$ cat src/rtl/bcd_to_signed_bin.sv
// Sequential packed-BCD (plus sign) to two's-complement converter.
// Reverse double-dabble: one right shift of {bcd, bin} per clock, 4*DIGITS shifts per conversion.
module bcd_to_signed_bin #(
    parameter int unsigned DIGITS = 3,
    parameter int unsigned WIDTH  = 8
) (
    input  logic                  clk,
    input  logic                  rst,
    input  logic                  start,
    input  logic                  sign_in,
    input  logic [4*DIGITS-1:0]   bcd_in,
    output logic                  busy,
    output logic                  done,
    output logic [WIDTH-1:0]      value_out,
    output logic                  digit_err,
    output logic                  range_err
);

    localparam int unsigned BW = 4 * DIGITS;
    localparam int unsigned CW = $clog2(BW + 1);
    localparam int unsigned XW = BW + WIDTH;
    localparam logic [XW-1:0] POS_MAX = XW'((2 ** (WIDTH - 1)) - 1);
    localparam logic [XW-1:0] NEG_MAX = XW'(2 ** (WIDTH - 1));
    localparam logic [CW-1:0] LAST    = CW'(BW - 1);

    typedef enum logic [1:0] {IDLE, SHIFT, FINISH} state_t;

    state_t           state, state_d;
    logic [BW-1:0]    bcd_reg, bcd_d;
    logic [BW-1:0]    bin_acc, bin_d;
    logic             sign_reg, sign_d;
    logic             err_pend, err_pend_d;
    logic [CW-1:0]    cnt, cnt_d;
    logic             busy_d, done_d, digit_err_d, range_err_d;
    logic [WIDTH-1:0] value_d;

    logic             in_bad;
    logic [2*BW-1:0]  sh;
    logic [XW-1:0]    mag_x;
    logic [WIDTH-1:0] mag_w, neg_w;

    // Any input nibble above 9 is not a decimal digit.
    always_comb begin
        in_bad = 1'b0;
        for (int i = 0; i < int'(DIGITS); i++) begin
            if (bcd_in[4*i +: 4] > 4'd9) in_bad = 1'b1;
        end
    end

    // One shift step with the per-nibble correction applied after the shift.
    always_comb begin
        sh = {bcd_reg, bin_acc} >> 1;
        for (int i = 0; i < int'(DIGITS); i++) begin
            if (sh[BW + 4*i + 3]) sh[BW + 4*i +: 4] = sh[BW + 4*i +: 4] - 4'd3;
        end
    end

    assign mag_x = XW'(bin_acc);
    assign mag_w = WIDTH'(bin_acc);
    assign neg_w = WIDTH'(0) - mag_w;

    always_ff @(posedge clk) begin
        if (rst) begin
            state     <= IDLE;
            bcd_reg   <= '0;
            bin_acc   <= '0;
            sign_reg  <= 1'b0;
            err_pend  <= 1'b0;
            cnt       <= '0;
            busy      <= 1'b0;
            done      <= 1'b0;
            value_out <= '0;
            digit_err <= 1'b0;
            range_err <= 1'b0;
        end else begin
            state     <= state_d;
            bcd_reg   <= bcd_d;
            bin_acc   <= bin_d;
            sign_reg  <= sign_d;
            err_pend  <= err_pend_d;
            cnt       <= cnt_d;
            busy      <= busy_d;
            done      <= done_d;
            value_out <= value_d;
            digit_err <= digit_err_d;
            range_err <= range_err_d;
        end
    end

    always_comb begin
        state_d     = state;
        bcd_d       = bcd_reg;
        bin_d       = bin_acc;
        sign_d      = sign_reg;
        err_pend_d  = err_pend;
        cnt_d       = cnt;
        busy_d      = busy;
        done_d      = 1'b0;
        value_d     = value_out;
        digit_err_d = digit_err;
        range_err_d = range_err;

        case (state)
            IDLE: begin
                if (start) begin
                    bcd_d      = bcd_in;
                    sign_d     = sign_in;
                    bin_d      = '0;
                    cnt_d      = '0;
                    busy_d     = 1'b1;
                    err_pend_d = in_bad;
                    state_d    = in_bad ? FINISH : SHIFT;
                end
            end
            SHIFT: begin
                {bcd_d, bin_d} = sh;
                cnt_d          = cnt + CW'(1);
                if (cnt == LAST) state_d = FINISH;
            end
            FINISH: begin
                done_d      = 1'b1;
                busy_d      = 1'b0;
                state_d     = IDLE;
                digit_err_d = 1'b0;
                range_err_d = 1'b0;
                value_d     = '0;
                if (err_pend) begin
                    digit_err_d = 1'b1;
                end else if ((!sign_reg && mag_x > POS_MAX) || (sign_reg && mag_x > NEG_MAX)) begin
                    range_err_d = 1'b1;
                end else begin
                    value_d = sign_reg ? neg_w : mag_w;
                end
            end
            default: state_d = IDLE;
        endcase
    end

endmodule
$ cat config.mk
export PLATFORM = sky130hd
export DESIGN_NAME = bcd_to_signed_bin
export DESIGN_NICKNAME = d
export VERILOG_FILES = /design/src/rtl/bcd_to_signed_bin.sv
export SDC_FILE = /design/constraint.sdc
export NUM_CORES = 1
export LEC_CHECK = 0
export CAP_MARGIN = 5
export CELL_PAD_IN_SITES_DETAIL_PLACEMENT = 1
export CELL_PAD_IN_SITES_GLOBAL_PLACEMENT = 1
export CORE_ASPECT_RATIO = 0.7
export CORE_UTILIZATION = 43
export DETAILED_ROUTE_END_ITERATION = 12
export PLACE_DENSITY = 0.89
export SYNTH_ARGS = -nofsm -noshare
export SYNTH_HDL_FRONTEND = slang
export SYNTH_SLANG_ARGS = --single-unit
$ cat constraint.sdc
create_clock -name clk -period 3.3 [get_ports clk]
set_clock_uncertainty 0.15 [all_clocks]
set_input_delay 0.66 -clock clk [delete_from_list [all_inputs] [get_ports clk]]
set_output_delay 0.66 -clock clk [all_outputs]
set_load 0.01 [all_outputs]
==> flow_metrics.tcl, run 1 <==
set metrics [dict create \
    post-dp-hpwl_um 3570 \
    async_reset_ff_frac 0 \
    min_period_over_period 0.729 \
    tritoncts "done" \
    io_pins 28 \
    antenna_left 0 \
    startpoint_type "primary input" \
    whs_endpoint "value_out[3]$_SDFFE_PP0P_" \
    drtPass1Iterations 4 \
    power.density_mw_per_mm2 449 \
    timing.final.crit_period_ns 2.40 \
    gp_congestion 0.815 \
    grt_antenna_before_repair 0 \
    maxCapViolCount 0 \
    finalHoldViolCount 0 \
    post-cts-setup-buffer-count 0 \
    row_count 20 \
    cts_buffers 5 \
    maxSlewViolCount 0 \
    holdCritStartpoint "value_out[3]$_SDFFE_PP0P_" \
    via_per_inst 5.72 \
    setup_viol 0 \
    critical_path.max_stage_delay_ns 0.69 \
    synth_seq_area_share 0.442 \
    grt_max_degree 23 \
    whs_path_depth 2 \
    core_area_mm2 0.00440 \
    drc_errors 0 \
    cp.arrival_ns 2.46 \
    netlist_area_mm2 0.00199 \
    p_leak_uw 0.000897 \
    cts.clk_slew.worst_paths_ns 0.08 \
    power_frac_clock 0.303 \
    fmax_mhz 416 \
    status "finished clean" \
    root_buffer "clkbuf_8" \
    drive_above_1_share 0.0992 \
    synth_edf_count 0 \
    synth_nets 249 \
    clkSinkCount 44 \
    power_uw 1070 \
    crit-reg2reg-launch "bin_acc[2]$_SDFFE_PP0P_" \
    synthTopCellsByCount "dfxtp_1, nor2_1, a22oi_1" \
    seq_power_share 0.549 \
    rrSetupSlack_ns 1.02 \
    cts_hold_buf 0 \
    final_nets 272 \
    crit_type "primary input to flop" \
    grt_pass1_wl_um 8690 \
    grt_pass1_vias 1744 \
    synth.most_common_cell "dfxtp_1" \
    slew-limit-headroom 0.509 \
    cp-end-kind "flop" \
    synthTopCellsByArea "dfxtp_1, a22oi_1, nor2_1" \
    dieArea_mm2 0.00492 \
    htreeDepth 2 \
    worstSkewPairLatency_ns 0.30 \
    dr.first_iter.drc_count 119 \
    intPower_uw 772 \
    ys_types 33 \
    final_util 0.539 \
    yosys_warnings 0 \
    hold_path_class "flop to flop" \
    rsz0062_at_grt "no" \
    clock_path_buffers 2 \
    area_growth_pct 19.2 \
    wl_per_cell_um 17.3 \
    port_buffers 27 \
    grt_usage 0.230 \
    yosysTopAreaCell "dfxtp_1" \
    syn_area_per_cell_um2 8.70 \
    p_sw_uw 294 \
    reg2reg_depth 4 \
    combPwrFrac 0.148 \
    die_x_um 83.4 \
    synth_top_area_share 0.442 \
    vdd.ir_drop.worst_mv 0.238 \
    path_cells "clkdlybuf4s50_1 > inv_1 > nor3_1 > nand2b_1 > o211a_1" \
    die_h_um 59.0 \
    synth_seq_cells 44 \
    r2r-end "value_out[6]$_SDFFE_PP0P_" \
    n_antenna_cell 0 \
    drt_wl_total_um 5310 \
    vias 1755 \
    initial_core_util 0.453 \
    syn_inst 229 \
    crit_path_max_fanout 11 \
    swShare 0.276 \
    synthFlopType "dfxtp_1" \
    worst_pin_slew_ns 0.732 \
    cp.required_ns 3.35 \
    fin_tns_setup_ns 0 \
    post_cts_resized 0 \
    crit_path_top_delay_cell "clkdlybuf4s50_1" \
    grt.overflow.total 0 \
]
## cells in the final DEF (no fill, tap or decap)
| cell | netlist | layout |
|---|---|---|
| xor2_1 | 5 | 5 |
| o221a_2 | 3 | 3 |
| a221oi_1 | 2 | 2 |
| xnor2_1 | 5 | 5 |
| buf_4 | 0 | 4 |
| nor2b_1 | 4 | 4 |
| nand2_1 | 16 | 16 |
| nor2_1 | 36 | 36 |
| o21bai_1 | 1 | 1 |
| a22oi_1 | 18 | 18 |
| clkbuf_8 | 0 | 5 |
| o21ai_1 | 3 | 3 |
| clkdlybuf4s50_1 | 0 | 27 |
| dfxtp_1 | 44 | 44 |
| clkinv_2 | 0 | 1 |
| nor3_1 | 10 | 10 |
| mux2i_1 | 3 | 3 |
| o31a_1 | 1 | 1 |
| nand2b_1 | 3 | 3 |
| mux2_2 | 4 | 4 |
| o31ai_1 | 2 | 2 |
| ha_1 | 4 | 4 |
| o211a_1 | 1 | 1 |
| a21oi_1 | 16 | 16 |
| nor4_1 | 1 | 1 |
| o21ai_0 | 8 | 8 |
| a22o_1 | 2 | 2 |
| o21ai_2 | 5 | 5 |
| inv_1 | 6 | 6 |
| nand3_1 | 2 | 2 |
| o41ai_1 | 1 | 1 |
| or4_4 | 2 | 2 |
| a2bb2oi_1 | 5 | 5 |
| clkbuf_1 | 13 | 1 |
| or4_2 | 1 | 1 |
## power groups by stage
stage / Combinational [µW] / Sequential (µW) / Clock (µW)
floorplan: 107 / 583 / 0
global placement: 147 / 597 / 0
detailed placement: 155 / 597 / 0
CTS: 157 / 585 / 327
global route: 173 / 590 / 352
finish: 158 / 586 / 323
## cells by family after synthesis
group                    share of synthesized area
AO/OA/AOI/OAI                                0.239
multiplexers                                0.0377
buffers and inverters                       0.0433
AND/OR/NAND/NOR                              0.169
flip-flops                                   0.442
adder cells (fa/ha/maj)                     0.0251
XOR/XNOR                                    0.0439
## how the worst max path moves through the flow
stage                                  from                        end  slack, ns  cells past startpoint
finish                                start      err_pend$_SDFFE_PP0P_       0.90                      5
global route                          start      state[0]$_SDFFE_PP0P_       0.83                      5
CTS                                   start    bcd_reg[6]$_SDFFE_PP0P_       0.95                      5
detailed placement                    start      err_pend$_SDFFE_PP0P_       0.68                      5
global placement                      start      sign_reg$_SDFFE_PP0P_       0.82                      5
floorplan           bin_acc[2]$_SDFFE_PP0P_  value_out[5]$_SDFFE_PP0P_       1.18                      5
## cell type report
type,count,area (µm²)
flip-flops and latches,44,881
clock inverters,1,5.00
fillers,520,2030
multi-input cells,164,1030
inverters,6,22.5
clock buffers,6,72.6
repair buffers,31,300
well taps,55,68.8
## critical path, delay by kind of cell
| kind | cells | cell delay, ns |
|---|---|---|
| AOI/OAI and AO/OA | 1 | 0.17 |
| and+or+nand+nor | 2 | 0.78 |
| buffers and inverters | 2 | 0.84 |
## per-stage QoR
step | worst slack, ns | area, µm² | cells | hold slack, ns
floorplan | 1.18 | 1990 | 229 | 0.311
global placement | 0.817 | 2300 | 300 | 0.287
detailed placement | 0.683 | 2300 | 300 | 0.293
CTS | 0.947 | 2380 | 307 | 0.312
global route | 0.825 | 2380 | 307 | 0.323
finish | 0.895 | 2380 | 307 | 0.305
## routing by layer
| layer | vias to the layer above | share of wire | track usage |
|---|---|---|---|
| met4 | 0 | 0.019 | 0.101 |
| met1 | 849 | 0.50 | 0.307 |
| met3 | 11 | 0.031 | 0.0533 |
| met2 | 36 | 0.45 | 0.363 |
| li1 | 859 | - | - |
| met5 | - | 0 | 0 |
Power figures use the tool's default switching activity.
==> run 2, diff against run 1 <==
--- a/config.mk
+++ b/config.mk
@@ -9,9 +9,9 @@
 export CELL_PAD_IN_SITES_DETAIL_PLACEMENT = 1
 export CELL_PAD_IN_SITES_GLOBAL_PLACEMENT = 1
 export CORE_ASPECT_RATIO = 0.7
-export CORE_UTILIZATION = 43
+export CORE_UTILIZATION = 40
 export DETAILED_ROUTE_END_ITERATION = 12
-export PLACE_DENSITY = 0.89
+export PLACE_DENSITY = 0.84
 export SYNTH_ARGS = -nofsm -noshare
 export SYNTH_HDL_FRONTEND = slang
 export SYNTH_SLANG_ARGS = --single-unit
==> constraint.sdc (replaced) <==
create_clock -name clk -period 2.3 [get_ports clk]
set_clock_uncertainty 0.15 [all_clocks]
set_input_delay 0.46 -clock clk [delete_from_list [all_inputs] [get_ports clk]]
set_output_delay 0.46 -clock clk [all_outputs]
set_load 0.01 [all_outputs]
==> run 2 against run 1 <==
  * Flip-flop and latch count stayed put
  * Via count is 1.0% lower
  * Sequential power is 41% higher
  * Non-clock buffer count is 9 higher
  * Count of clock-buffer cells in the layout is 1 lower
  * First-iteration DRC count is 44% lower
  * Wire length is 9.3% lower
  * Combinational power is 54% higher
  * Sequential share of layout area is 1.3 points lower
  * Largest cell class unchanged
  * Largest power group unchanged
==> flow_metrics.tcl, run 2 (synthesis results as in run 1) <==
set metrics [dict create \
    status "finished clean" \
    port_buffers 27 \
    rsz0062_at_grt "no" \
    power_frac_clock 0.301 \
    grt.overflow.total 0 \
    initial_core_util 0.417 \
    row_count 21 \
    power.density_mw_per_mm2 622 \
    fill_cells 570 \
    grt_pass1_vias 1727 \
    finalHoldViolCount 0 \
    multi_input_area_mm2 0.00103 \
    combPwrFrac 0.159 \
    crit_path_max_fanout 8 \
    holdWs_ns 0.306 \
    vdd.ir_drop.worst_mv 0.314 \
    intPower_uw 1120 \
    gp_congestion 0.783 \
    fmax_mhz 466 \
    die_x_um 86.4 \
    drt_wl_total_um 4820 \
    maxSlewViolCount 0 \
    r2r-end "value_out[5]$_SDFFE_PP0P_" \
    clock_path_buffers 2 \
    startpoint_type "flop" \
    drc_errors 0 \
    rrSetupSlack_ns 0.16 \
    final_nets 281 \
    hold_path_class "flop to flop" \
    drtPass1Iterations 4 \
    clkSinkCount 44 \
    cts.clk_slew.worst_paths_ns 0.08 \
    root_buffer "clkbuf_8" \
    holdCritStartpoint "value_out[3]$_SDFFE_PP0P_" \
    core_area_mm2 0.00478 \
    layout_commonest_cell "dfxtp_1" \
    tritoncts "done" \
    power_uw 1530 \
    whs_path_depth 2 \
    n_antenna_cell 0 \
    timing.final.crit_period_ns 2.14 \
    cts_hold_buf 0 \
    cts_buffers 5 \
    grt_antenna_before_repair 0 \
    post-cts-setup-buffer-count 0 \
    setup_viol 0 \
    area_growth_pct 23.7 \
    fin_tns_setup_ns 0 \
    min_period_over_period 0.932 \
    p_sw_uw 413 \
    slew-limit-headroom 0.625 \
    dieArea_mm2 0.00527 \
    worst_pin_slew_ns 0.561 \
    design_area_mm2 0.00246 \
    crit-reg2reg-launch "bin_acc[2]$_SDFFE_PP0P_" \
    dr.first_iter.drc_count 67 \
    cp.arrival_ns 2.22 \
    vias 1737 \
    maxCapViolCount 0 \
    grt_pass1_wl_um 8120 \
    antenna_left 0 \
    worstSkewPairLatency_ns 0.29 \
    io_pins 28 \
    grt_usage 0.205 \
    via_per_inst 5.26 \
    p_leak_uw 0.000943 \
    place_area_mm2 0.00238 \
    swShare 0.270 \
    cp-end-kind "flop" \
    seq_power_share 0.540 \
    drive_above_1_share 0.134 \
    htreeDepth 2 \
    mostFrequentLayoutCells "dfxtp_1, nor2_1, clkdlybuf4s50_1" \
    seq_area_um2 881 \
    cp.required_ns 2.38 \
    grt_max_degree 28 \
    crit_type "flop to flop" \
    post-dp-hpwl_um 3580 \
    wl_per_cell_um 14.6 \
    post_cts_resized 0 \
    die_h_um 61.1 \
    whs_endpoint "value_out[3]$_SDFFE_PP0P_" \
    reg2reg_depth 4 \
    final_util 0.515 \
]
## run 2: changes by cell type in the layout (fill, tap and decap cells not counted)
cell / change
buf_4: +9
clkbuf_1: -1
clkinvlp_4: +1
## run 2: worst max-delay path, stage by stage, from the launching register on
cell,delay (ns)
dfxtp_1,0.32
or4_4,0.54
o31a_1,0.31
or4_4,0.57
o21ai_1,0.18
## run 2: per-layer routing
metal  part of all wire  track usage
met2               0.45        0.345
met1               0.51        0.271
met3              0.030       0.0456
met5                  0            0
met4             0.0085       0.0571
## run 2: worst max path at each step
stage | start | end | slack, ns | cells after the start
6_report | bin_acc[2]$_SDFFE_PP0P_ | value_out[5]$_SDFFE_PP0P_ | 0.16 | 4
5_1_grt | bin_acc[4]$_SDFFE_PP0P_ | value_out[5]$_SDFFE_PP0P_ | 0.11 | 4
4_1_cts | bin_acc[2]$_SDFFE_PP0P_ | value_out[5]$_SDFFE_PP0P_ | 0.17 | 4
3_5_place_dp | bin_acc[4]$_SDFFE_PP0P_ | value_out[5]$_SDFFE_PP0P_ | 0.17 | 4
3_3_place_gp | bin_acc[2]$_SDFFE_PP0P_ | value_out[5]$_SDFFE_PP0P_ | 0.24 | 4
2_1_floorplan | bin_acc[2]$_SDFFE_PP0P_ | value_out[5]$_SDFFE_PP0P_ | 0.18 | 5
## run 2: power groups by stage
stage          Clock [µW]  Sequential, µW  Combinational, µW
2_1_floorplan           0             836                154
3_3_place_gp            0             845                236
3_5_place_dp            0             845                244
4_1_cts               479             828                245
5_1_grt               510             833                269
6_report              461             828                243
## run 2: per-stage QoR
step | setup slack, ns | cells
finish | 0.155 | 330
global route | 0.112 | 330
CTS | 0.166 | 330
detailed placement | 0.172 | 323
global placement | 0.244 | 323
floorplan | 0.177 | 229
## run 2: area by class of cell
cell class / instances / share of cell area
multi-input combinational: 164 / 0.416
inverter: 6 / 0.00914
clock inverter: 2 / 0.00508
clock buffer: 5 / 0.0279
tap: 69 / 0.0350
timing repair buffer: 40 / 0.149
sequential: 44 / 0.357
